===== src/rtl/line_buffer_ctrl_xppc.sv =====
// Sequencer for the Xppc line-buffer delay-line chain: tracks column/row, drives the shared
// delay-line enable, emits a BRAM-aligned output stream and injects end-of-frame flush lines.
module line_buffer_ctrl_xppc #(
  parameter int unsigned MAX_SAMPLES_PER_CLOCK = 4,
  parameter int unsigned PIXELS_PER_LINE       = 64,
  parameter int unsigned LINES_PER_FRAME       = 48,
  parameter int unsigned WINDOW_SIZE           = 5,
  localparam int unsigned HALF  = (WINDOW_SIZE - 1) / 2,
  localparam int unsigned WPL   = PIXELS_PER_LINE / MAX_SAMPLES_PER_CLOCK,
  localparam int unsigned COL_W = (WPL > 1) ? $clog2(WPL) : 1,
  localparam int unsigned ROW_W = $clog2(LINES_PER_FRAME + HALF)
) (
  input  logic             clk,
  input  logic             rst,
  input  logic             s_tvalid,
  output logic             s_tready,
  input  logic             s_tuser,
  input  logic             s_tlast,
  input  logic             m_tready,
  output logic             line_ce,
  output logic             line_tlast,
  output logic [COL_W-1:0] col_idx,
  output logic [ROW_W-1:0] row_idx,
  output logic             m_tvalid,
  output logic             m_tuser,
  output logic             m_tlast,
  output logic             flush_act,
  output logic             err_sync
);

  localparam logic [1:0] ST_IDLE  = 2'd0;
  localparam logic [1:0] ST_FILL  = 2'd1;
  localparam logic [1:0] ST_RUN   = 2'd2;
  localparam logic [1:0] ST_FLUSH = 2'd3;

  localparam logic             NO_FILL        = (HALF == 0);
  localparam logic [COL_W-1:0] COL_LAST       = COL_W'(WPL - 1);
  localparam logic [ROW_W-1:0] ROW_FILL_LAST  = ROW_W'((HALF > 0) ? HALF - 1 : 0);
  localparam logic [ROW_W-1:0] ROW_FRAME_LAST = ROW_W'(LINES_PER_FRAME - 1);
  localparam logic [ROW_W-1:0] ROW_FLUSH_LAST = ROW_W'(LINES_PER_FRAME + HALF - 1);

  logic [1:0]       state_q, state_d;
  logic [COL_W-1:0] col_q, col_d;
  logic [ROW_W-1:0] row_q, row_d;
  logic             m_tvalid_q, m_tvalid_d;
  logic             m_tuser_q, m_tuser_d;
  logic             m_tlast_q, m_tlast_d;
  logic             first_q, first_d;
  logic             err_q, err_d;

  logic             accept, sof, restart, col_end, end_line, out_word, out_load;
  logic [COL_W-1:0] eff_col;
  logic [ROW_W-1:0] eff_row;

  always_comb begin
    s_tready = 1'b0;
    line_ce  = 1'b0;
    unique case (state_q)
      ST_IDLE:  s_tready = 1'b1;
      ST_FILL:  s_tready = 1'b1;
      ST_RUN:   s_tready = m_tready;
      default:  s_tready = 1'b0;
    endcase

    accept  = s_tvalid & s_tready;
    sof     = accept & s_tuser;
    restart = sof & ((state_q == ST_FILL) | (state_q == ST_RUN));

    unique case (state_q)
      ST_IDLE:  line_ce = sof;
      ST_FILL:  line_ce = accept;
      ST_RUN:   line_ce = accept;
      default:  line_ce = m_tready;
    endcase

    // A start-of-frame word is always position (0,0), whatever the counters held.
    eff_col  = sof ? '0 : col_q;
    eff_row  = sof ? '0 : row_q;
    col_end  = (eff_col == COL_LAST);
    end_line = line_ce & (col_end | (accept & s_tlast));

    out_word = (line_ce & ~sof & ((state_q == ST_RUN) | (state_q == ST_FLUSH)))
             | (NO_FILL & sof);

    err_d = (line_ce & accept & (s_tlast ^ col_end)) | restart;

    col_d = col_q;
    row_d = row_q;
    if (line_ce) begin
      if (end_line) begin
        col_d = '0;
        row_d = eff_row + 1'b1;
      end else begin
        col_d = eff_col + 1'b1;
        row_d = eff_row;
      end
    end

    state_d = state_q;
    if (sof) begin
      state_d = (NO_FILL | (end_line & (eff_row == ROW_FILL_LAST))) ? ST_RUN : ST_FILL;
    end else begin
      unique case (state_q)
        ST_FILL: if (end_line && row_q == ROW_FILL_LAST) state_d = ST_RUN;
        ST_RUN: begin
          if (end_line && row_q == ROW_FRAME_LAST) state_d = NO_FILL ? ST_IDLE : ST_FLUSH;
        end
        ST_FLUSH: if (end_line && row_q == ROW_FLUSH_LAST) state_d = ST_IDLE;
        default: state_d = state_q;
      endcase
    end
    if (state_d == ST_IDLE) begin
      col_d = '0;
      row_d = '0;
    end

    first_d = sof ? ~NO_FILL : (out_word ? 1'b0 : first_q);

    // Output register holds while the downstream stalls a valid word.
    out_load   = m_tready | ~m_tvalid_q;
    m_tvalid_d = out_load ? out_word : m_tvalid_q;
    m_tuser_d  = out_load ? (out_word & (first_q | sof)) : m_tuser_q;
    m_tlast_d  = out_load ? (out_word & end_line) : m_tlast_q;
  end

  always_ff @(posedge clk or posedge rst) begin
    if (rst) begin
      state_q    <= ST_IDLE;
      col_q      <= '0;
      row_q      <= '0;
      m_tvalid_q <= 1'b0;
      m_tuser_q  <= 1'b0;
      m_tlast_q  <= 1'b0;
      first_q    <= 1'b0;
      err_q      <= 1'b0;
    end else begin
      state_q    <= state_d;
      col_q      <= col_d;
      row_q      <= row_d;
      m_tvalid_q <= m_tvalid_d;
      m_tuser_q  <= m_tuser_d;
      m_tlast_q  <= m_tlast_d;
      first_q    <= first_d;
      err_q      <= err_d;
    end
  end

  assign line_tlast = end_line;
  assign col_idx    = eff_col;
  assign row_idx    = eff_row;
  assign m_tvalid   = m_tvalid_q;
  assign m_tuser    = m_tuser_q;
  assign m_tlast    = m_tlast_q;
  assign flush_act  = (state_q == ST_FLUSH);
  assign err_sync   = err_q;

endmodule


===== config.mk =====
export PLATFORM = sky130hd
export DESIGN_NAME = line_buffer_ctrl_xppc
export DESIGN_NICKNAME = d
export VERILOG_FILES = /design/src/rtl/line_buffer_ctrl_xppc.sv
export SDC_FILE = /design/constraint.sdc
export NUM_CORES = 1
export LEC_CHECK = 0
export BUFFER_PORTS_ARGS = -buffer_cell sky130_fd_sc_hd__buf_2
export CAP_MARGIN = 10
export CORE_MARGIN = 4
export CORE_UTILIZATION = 49
export CTS_CLUSTER_SIZE = 40
export DETAILED_ROUTE_END_ITERATION = 8
export GPL_TIMING_DRIVEN = 0
export PLACE_DENSITY = 0.79
export SLEW_MARGIN = 15
export SYNTH_ARGS = -nofsm -noshare
export SYNTH_HDL_FRONTEND = slang
export SYNTH_SLANG_ARGS = --single-unit

===== constraint.sdc =====
create_clock -name clk -period 3.3 [get_ports clk]
set_clock_uncertainty 0.05 [all_clocks]
set_input_delay 0.66 -clock clk [delete_from_list [all_inputs] [get_ports clk]]
set_output_delay 0.66 -clock clk [all_outputs]
set_load 0.005 [all_outputs]

==> impl_metrics.env <==
export IMPL_cts_tree="yes"
export IMPL_max_cap_viol_count=0
export IMPL_worst_path_buf_inv=3
export IMPL_ys_warn_count=0
export IMPL_die_h_um=58.6
export IMPL_core_um2=2450
export IMPL_hold_viol_final=0
export IMPL_numCtsBuffers=3
export IMPL_endpoint_kind="primary output"
export IMPL_grt_start_max_net_pins=18
export IMPL_r2r_setup_slack_ns=0.22
export IMPL_synth_seq_cells=17
export IMPL_async_flop_share=1.00
export IMPL_fin_tns_setup_ns=0
export IMPL_postRouteAntennaNets=0
export IMPL_p_seq_frac=0.309
export IMPL_cpMaxStageDelayCell="dfrtp_1"
export IMPL_place_congestion=0.865
export IMPL_worstPathRequired_ns=2.59
export IMPL_p_int_w=0.000455
export IMPL_synth_fp_nets=154
export IMPL_synth_top_flop_cell="dfrtp_1"
export IMPL_regArea_um2=425
export IMPL_rows=18
export IMPL_synthTopCellsByCount="nand2_1 (21), dfrtp_1 (17), a21oi_1 (12), and2_1 (9), ha_1 (8)"
export IMPL_htreeDepth=1
export IMPL_tightest_slew_ns=0.669
export IMPL_num_vias=1189
export IMPL_cts_root_buffer="clkbuf_4"
export IMPL_io_pins=24
export IMPL_period_needed_ns=3.16
export IMPL_p_comb_frac=0.547
export IMPL_post_route_drc_count=0
export IMPL_ctsHoldBuffers=0
export IMPL_setup_ws_ns=0.139
export IMPL_p_leak_nw=0.736
export IMPL_synth_edff_count=0
export IMPL_slew_violations=0
export IMPL_area_growth_pct=26.8
export IMPL_crit_path_frequent_cell="ha_4"
export IMPL_cts_sinks=17
export IMPL_synth_top_cell_by_area="dfrtp_1"
export IMPL_hold_slack_ns=0.383
export IMPL_peakVddDrop_mv=0.325
export IMPL_multi_input_area_um2=846
export IMPL_antenna_found_initial=0
export IMPL_power_density_nw_per_um2=501
export IMPL_grt_usage=0.201
export IMPL_hp_class="in -> async"
export IMPL_grt_first_pass_wirelength_um=5310
export IMPL_setup_viol=0
export IMPL_syn_inst=140
export IMPL_dp_final_hpwl_um=2230
export IMPL_worstSetupPathType="reg -> out"
export IMPL_rsz0062_at_grt="false"
export IMPL_n_fill_cell=216
export IMPL_routed_wire_length_per_instance_um=15.3
export IMPL_yosysMostFrequentCell="nand2_1"
export IMPL_start_util=0.510
export IMPL_cp_max_fo=11
export IMPL_relSlewSlack=0.553
export IMPL_firstDrtPassIters=4
export IMPL_syn_avg_cell_area_um2=8.95
export IMPL_power_frac_clock=0.144
export IMPL_yosys_top_cells_area="dfrtp_1 (34%), ha_1 (8.0%), nand2_1 (6.3%), a21oi_1 (4.8%), and2_1 (4.5%)"
export IMPL_drt_initial_drc_count=30
export IMPL_syn_area_um2=1250
export IMPL_crit_chain="buf_4 -> ha_4 -> a211o_1 -> nand2_4 -> and2_4 -> ha_4 -> nand3_2 -> a2bb2oi_2 -> buf_6 -> nor2_4 -> buf_2"
export IMPL_r2r_start="state_q[1]$_DFF_PP0_"
export IMPL_arrival_ns=2.45
export IMPL_grt_pass1_vias=1175
export IMPL_cts_buffer_depth=2
export IMPL_cp_start_kind="register"
export IMPL_ys_types=41
export IMPL_portBuffers=23
export IMPL_synth_seq_area_share=0.340
export IMPL_die_x_um=58.6
export IMPL_vias_per_cell=5.74
export IMPL_cp_top_family="simple AND/OR/NAND/NOR gates"
export IMPL_grt_ovfl_total=0
export IMPL_synth_top_area_share=0.340
export IMPL_outcome="finished clean"
export IMPL_fmax_mhz=316
export IMPL_slowest_delay_ns=0.40
export IMPL_finalCritPeriodShare=0.958
export IMPL_die_area_um2=3430
export IMPL_path_clk_slew_ns=0.11
export IMPL_crit_start="state_q[1]$_DFF_PP0_"
export IMPL_dp_slack_ns=-0.479
export IMPL_routed_wl_um=3160
export IMPL_num_antenna_cells=0
export IMPL_insertion_delay_ns=0.30
export IMPL_power_switching_share=0.428
export IMPL_switchingPower_w=0.000341
export IMPL_layout_drive_gt1_share=0.373
export IMPL_finalNetCount=192
==> final cells by class <==
type / count / share of cell area
clock buffers: 3 / 0.0142
plain buffers: 3 / 0.0142
flip-flops and latches: 17 / 0.268
repair buffers: 34 / 0.125
well taps: 30 / 0.0236
inverters: 8 / 0.0197
clock inverters: 1 / 0.00315
multi-input cells: 111 / 0.533
==> state kept, by name (all words and copies together), names as in the netlist <==
signal    cells
col_q         4
err_sync      1
first_q       1
m_tlast       1
m_tuser       1
m_tvalid      1
row_q         6
state_q       2
==> per-stage QoR <==
step           instance area (um^2)  std cells  power, W  utilization
2_1_floorplan                  1250        140  0.000508            -
3_3_place_gp                   1410        193  0.000588        0.572
3_5_place_dp                   1410        193  0.000599        0.572
4_1_cts                        1550        204  0.000776        0.633
5_1_grt                        1590        207  0.000859        0.647
6_report                       1590        207  0.000795        0.647
==> power by group through the flow <==
| stage | clock, W | sequential [W] | combinational (W) |
|---|---|---|---|
| 5_1_grt | 0.000128 | 0.000248 | 0.000483 |
| 3_3_place_gp | 0 | 0.000249 | 0.000340 |
| 4_1_cts | 0.000119 | 0.000245 | 0.000412 |
| 2_1_floorplan | 0 | 0.000247 | 0.000262 |
| 3_5_place_dp | 0 | 0.000250 | 0.000349 |
| 6_report | 0.000115 | 0.000246 | 0.000435 |
==> metal layers <==
layer / wire [um] / vias up / track usage
met5: 0 / - / 0
met4: 62 / 0 / 0.103
met3: 188 / 6 / 0.0197
met2: 1590 / 38 / 0.340
met1: 1330 / 573 / 0.254
li1: - / 572 / -
==> path summary, 6_finish.rpt <==
kind / to / cells after the start
worst max-delay path: line_tlast / 11
max in group asynchronous: row_q[3]$_DFFE_PP0P_ / 2
min in group clk: m_tlast$_DFFE_PP0P_ / 2
worst min register to register: m_tlast$_DFFE_PP0P_ / 2
worst min-delay path: m_tlast$_DFFE_PP0P_ / 2
worst max register to register: row_q[3]$_DFFE_PP0P_ / 13
==> layout by cell type, fill, tap and decap left out, types with 2 or more instances in the layout <==
cell      instances
nor3_1            4
buf_4            12
a31o_2            2
xnor2_1           4
buf_2            23
inv_1             5
ha_4              3
ha_1              3
dfrtp_1          17
a21oi_2           2
ha_2              2
o31ai_1           2
nand4_1           3
and2_1            8
clkbuf_4          3
a21oi_1          12
nor2b_1           2
nor2_1            6
nand3_1           3
xor2_1            2
nand2b_1          2
o21ai_0           5
a22oi_1           3
inv_2             2
clkinv_2          2
nand2_1          20
==> cell families (layout without fill, tap and decap cells) <==
logic type,count (synthesis),after routing,share of synthesized area
buffers and inverters,12,49,0.0430
AO/OA/AOI/OAI,38,38,0.240
adder cells (fa/ha/maj),8,8,0.0799
flip-flops,17,17,0.340
AND/OR/NAND/NOR,59,59,0.256
XOR/XNOR,6,6,0.0420
==> what timing repair did <==
item,CTS,global route
pin swaps,3,3
setup buffers,7,4
endpoints found under the setup margin,13,11
resized for setup,18,4
No activity file was read; power rests on OpenSTA's default activity.
